## src/rtl/serial_add_ctrl.sv

```systemverilog
// serial_add_ctrl: bit-serial WIDTH-bit adder, LSB first, one full_add cell, valid/ready in and out.
// Ports: clk, rst_n (async active-low); in_valid/in_ready with operands a, b, cin;
// out_valid/out_ready with result sum, cout; busy is high while bits are being shifted.
// Optional macro SERIAL_ADD_SUB_EN adds input sub: when set, computes a-b (cout=1 means no borrow).

module full_add (
    input  logic a,
    input  logic b,
    input  logic ci,
    output logic s,
    output logic co
);
    assign s  = a ^ b ^ ci;
    assign co = (a & b) | (ci & (a ^ b));
endmodule

module serial_add_ctrl #(
    parameter int WIDTH = 8
) (
    input  logic             clk,
    input  logic             rst_n,
    input  logic             in_valid,
    output logic             in_ready,
    input  logic [WIDTH-1:0] a,
    input  logic [WIDTH-1:0] b,
    input  logic             cin,
    output logic             out_valid,
    input  logic             out_ready,
    output logic [WIDTH-1:0] sum,
    output logic             cout,
    output logic             busy
`ifdef SERIAL_ADD_SUB_EN
    ,input logic             sub
`endif
);
    localparam int CW = $clog2(WIDTH);

    typedef enum logic [1:0] {IDLE, SHIFT, DONE} state_t;
    state_t state, next;

    logic [WIDTH-1:0] a_sh, b_sh, b_ld;
    logic [CW-1:0]    cnt;
    logic             carry, c_ld, s, co, last;

`ifdef SERIAL_ADD_SUB_EN
    assign b_ld = sub ? ~b : b;
    assign c_ld = sub | cin;
`else
    assign b_ld = b;
    assign c_ld = cin;
`endif

    full_add u_fa (.a(a_sh[0]), .b(b_sh[0]), .ci(carry), .s(s), .co(co));

    assign last = cnt == CW'(WIDTH - 1);

    always_ff @(posedge clk or negedge rst_n)
        if (!rst_n) state <= IDLE;
        else        state <= next;

    always_comb begin
        in_ready  = state == IDLE;
        busy      = state == SHIFT;
        out_valid = state == DONE;
        next      = (state == IDLE  && in_valid)  ? SHIFT :
                    (state == SHIFT && last)      ? DONE  :
                    (state == DONE  && out_ready) ? IDLE  : state;
    end

    // a_sh doubles as the sum shift register: addend bits leave at the LSB
    // while sum bits enter at the MSB, so after WIDTH shifts it holds the sum.
    always_ff @(posedge clk or negedge rst_n)
        if (!rst_n) begin
            a_sh  <= '0;
            b_sh  <= '0;
            carry <= 1'b0;
            cnt   <= '0;
            sum   <= '0;
            cout  <= 1'b0;
        end else if (state == IDLE && in_valid) begin
            a_sh  <= a;
            b_sh  <= b_ld;
            carry <= c_ld;
            cnt   <= '0;
        end else if (state == SHIFT) begin
            a_sh  <= {s, a_sh[WIDTH-1:1]};
            b_sh  <= b_sh >> 1;
            carry <= co;
            cnt   <= cnt + CW'(1);
            if (last) begin
                sum  <= {s, a_sh[WIDTH-1:1]};
                cout <= co;
            end
        end
endmodule

```

## config.mk

```make
export PLATFORM = sky130hd
export DESIGN_NAME = serial_add_ctrl
export DESIGN_NICKNAME = d
export VERILOG_FILES = /design/src/rtl/serial_add_ctrl.sv
export SDC_FILE = /design/constraint.sdc
export NUM_CORES = 1
export LEC_CHECK = 0
export ABC_AREA = 1
export ABC_CLOCK_PERIOD_IN_PS = 1400
export BUFFER_PORTS_ARGS = -buffer_cell sky130_fd_sc_hd__buf_2
export CAP_MARGIN = 20
export CORE_MARGIN = 5
export CORE_UTILIZATION = 48
export CTS_CLUSTER_DIAMETER = 150
export DETAILED_ROUTE_END_ITERATION = 10
export GPL_ROUTABILITY_DRIVEN = 0
export PLACE_DENSITY = 0.83
export SYNTH_ARGS = -nofsm -noshare
export SYNTH_HDL_FRONTEND = slang
export SYNTH_HIERARCHICAL = 1
export SYNTH_SLANG_ARGS = --single-unit
```

## constraint.sdc

```tcl
create_clock -name clk -period 1.4 [get_ports clk]
set_input_delay 0.28 -clock clk [delete_from_list [all_inputs] [get_ports clk]]
set_output_delay 0.28 -clock clk [all_outputs]
set_load 0.01 [all_outputs]
```

==> results.json <==
{
  "cts_tree": "yes",
  "wl_microns": 3550,
  "synthMuxAreaShare_pct": 0,
  "grt_max_degree": 21,
  "yosysMostFrequentCell": "nand2_1",
  "min_period_ns": 1.44,
  "outcome": "complete, but fails checks",
  "yosysSeqAreaShare_pct": 49.2,
  "seqPwrFrac_pct": 63.1,
  "yosysWarnings": 6,
  "slew_headroom_pct": 63.0,
  "synth_ff_type": "dfrtp_1",
  "synth_seq_cells": 31,
  "cap_violations": 0,
  "die_h_microns": 67.3,
  "switching_share_pct": 22.1,
  "vdd_drop_max_uv": 427,
  "layout_setup_ws_ns": -0.0354,
  "period_share_pct": 103,
  "finalMaxSlewViolations": 0,
  "synth_compound_area_share_pct": 1.51,
  "vias": 1388,
  "combPwrFrac_pct": 5.1,
  "insertion_delay_ns": 0.32,
  "die-width_microns": 67.3,
  "violations": "setup timing",
  "vias_per_cell": 4.85,
  "synth.avg_cell_area_sq_um": 8.04,
  "path_clk_slew_ns": 0.09,
  "slowest_delay_ns": 0.46,
  "cp_cell_sequence": "buf_12 -> nor2_8 -> buf_6",
  "syn-num-nets": 220,
  "clockRootBuffer": "clkbuf_4",
  "overflow": 0,
  "first_iter_violations": 43,
  "drive_gt1_share_pct": 27.3,
  "hold_viol_final": 0,
  "yosysTopAreaCell": "dfrtp_1",
  "io_pins": 33,
  "instances_no_fill": 286,
  "yosys-top-cells-count": "nand2_1 (94), dfrtp_1 (31), nand3_1 (31)",
  "syn-instance-count": 196,
  "clock_path_buffers": 2,
  "synthSimpleGateAreaFrac_pct": 37.3,
  "grt_pass1_wl_microns": 5620,
  "synth_edf_count": 0,
  "synthAdderAreaFrac_pct": 2.86,
  "area_growth_pct": 26.4,
  "drtPass1Iterations": 4,
  "setup_viol": 2,
  "cp-start-kind": "flip-flop",
  "cp.arrival_ns": 1.16,
  "end_kind": "output pin",
  "worstPathMaxFanout": 4,
  "p_int_uw": 1100,
  "core_sq_mm": 0.00310,
  "dp_hpwl_microns": 2320,
  "power_frac_clock_pct": 31.8,
  "crit_type": "flip-flop to output pin",
  "critPathTopFamily": "flip-flops",
  "setup_tns_ns": -0.0659,
  "initial_core_util_pct": 50.8,
  "insertedDiodeCount": 0,
  "wl_per_cell_microns": 12.4,
  "ys_types": 18,
  "hp-class": "input port to flip-flop",
  "p_per_area_mw_per_mm2": 712,
  "grt.total_usage_pct": 16.7,
  "crit_required_ns": 1.12,
  "netlist.area_leader.share_pct": 49.2,
  "clock_sink_count": 31,
  "antenna_found_initial": 0,
  "synth_top_family_by_area": "simple AND/OR/NAND/NOR gates",
  "dieArea_sq_mm": 0.00453,
  "max_freq_mhz": 697,
  "tightest_slew_ns": 0.553,
  "synthArstFlopShare_pct": 100,
  "portBuffers": 32,
  "ys_top_cells_by_area": "dfrtp_1 (49%), nand2_1 (22%), nand3_1 (9.8%)",
  "cts_buffers": 5,
  "drcViolationCount": 0,
  "critPathBufInv": 2,
  "power_switching_uw": 314,
  "rsz0062_at_grt": "true",
  "finClkSkew_ns": 0.00781,
  "leakage_uw": 0.00111,
  "grt_pass1_vias": 1283,
  "synth_xor_area_share_pct": 0,
  "slowest_stage": "dfrtp_2",
  "postRouteAntennaNets": 0,
  "h-tree-depth": 2,
  "placedCellCount": 270,
  "rows": 20,
  "syn-cell-area_sq_mm": 0.00158,
  "finalNetCount": 267
}
[repair_timing]
action | 4_1_cts | 5_1_grt
hold endpoints to repair | 13 | 0
resized for setup | 6 | 11
hold buffers | 1 | 0
buffers inserted | 6 | 4
pin swaps | 1 | 4
setup endpoints to repair | 5 | 26
[worst reg2reg max path, cell delays in order, from the launching register on]
cell and delay [ns]:
dfrtp_2 0.44, clkinv_4 0.12, buf_4 0.15, buf_4 0.15, buf_4 0.16, nand3_1 0.08, nand2_1 0.06, nand2_1 0.06
nand2_1 0.04
[routing by layer]
metal | GRT usage (%) | wire [microns] | up-vias
li1 | - | - | 702
met1 | 20.4 | 1510 | 631
met2 | 27.4 | 1770 | 50
met3 | 3.83 | 220 | 5
met4 | 8.86 | 48 | 0
met5 | 0 | 0 | -
[power by group through the flow]
stage | combinational (uW) | clock (uW) | sequential (uW)
final | 72.2 | 451 | 894
after global routing | 82.7 | 490 | 895
after CTS | 73.1 | 461 | 894
after detailed placement | 70.3 | 0 | 912
after global placement | 69.2 | 0 | 912
after floorplan | 15.1 | 0 | 913
[final cells by class]
cell class	instances	area, sq um
Multi-Input combinational cell	140	689
Inverter	16	72.6
Tap cell	44	55.1
Fill cell	275	1110
Timing Repair Buffer	49	354
Clock buffer	6	41.3
Sequential cell	31	778
[final timing paths]
path / cells after the start / endpoint / from / slack [ns]
min in group asynchronous: 2 / sum[2] / rst_n / 0.39
max in group asynchronous: 3 / state[1] / rst_n / 0.59
hold reg to reg: 2 / sum[1] / sum[1] / 0.47
hold / removal: 3 / b_sh[7] / b[7] / 0.19
setup / recovery: 3 / in_ready / state[1] / -0.04
setup reg to reg: 8 / b_sh[1] / state[1] / 0.04
[flip-flops by register name, indices dropped and copies added, names as in the netlist]
signal,count
a_sh,8
b_sh,8
carry,1
cnt,3
cout,1
state,2
sum,8
[through the flow]
| step | cell area, sq um | total power [uW] | hold slack (ns) | setup WS (ns) | utilization [%] |
|---|---|---|---|---|---|
| 2_1_floorplan | 1580 | 928 | -0.0156 | 0.224 | - |
| 5_1_grt | 1990 | 1470 | 0.183 | -0.0707 | 64.2 |
| 6_report | 1990 | 1420 | 0.187 | -0.0354 | 64.2 |
| 3_5_place_dp | 1790 | 983 | 0.206 | 0.00944 | 57.7 |
| 3_3_place_gp | 1790 | 982 | 0.199 | 0.0589 | 57.7 |
| 4_1_cts | 1910 | 1430 | 0.178 | -0.0681 | 61.6 |
[cells in the final DEF (no fill, tap or decap), types with 2 or more instances in the layout]
cell type  count
inv_1         14
nand2_4        2
nand2_1       94
dfrtp_2        2
nor2_4         2
dfrtp_1       29
buf_2         29
buf_6          5
buf_12         3
o21ai_0        3
ha_1           2
clkbuf_4       5
buf_4         11
nand3_2        2
nand3_1       31
[cells by family after synthesis]
logic type                 after synthesis
and+or+nand+nor                        133
adders and majority gates                3
buffers and inverters                   25
DFF                                     31
AOI/OAI and AO/OA                        4
Power figures use the tool's default switching activity.
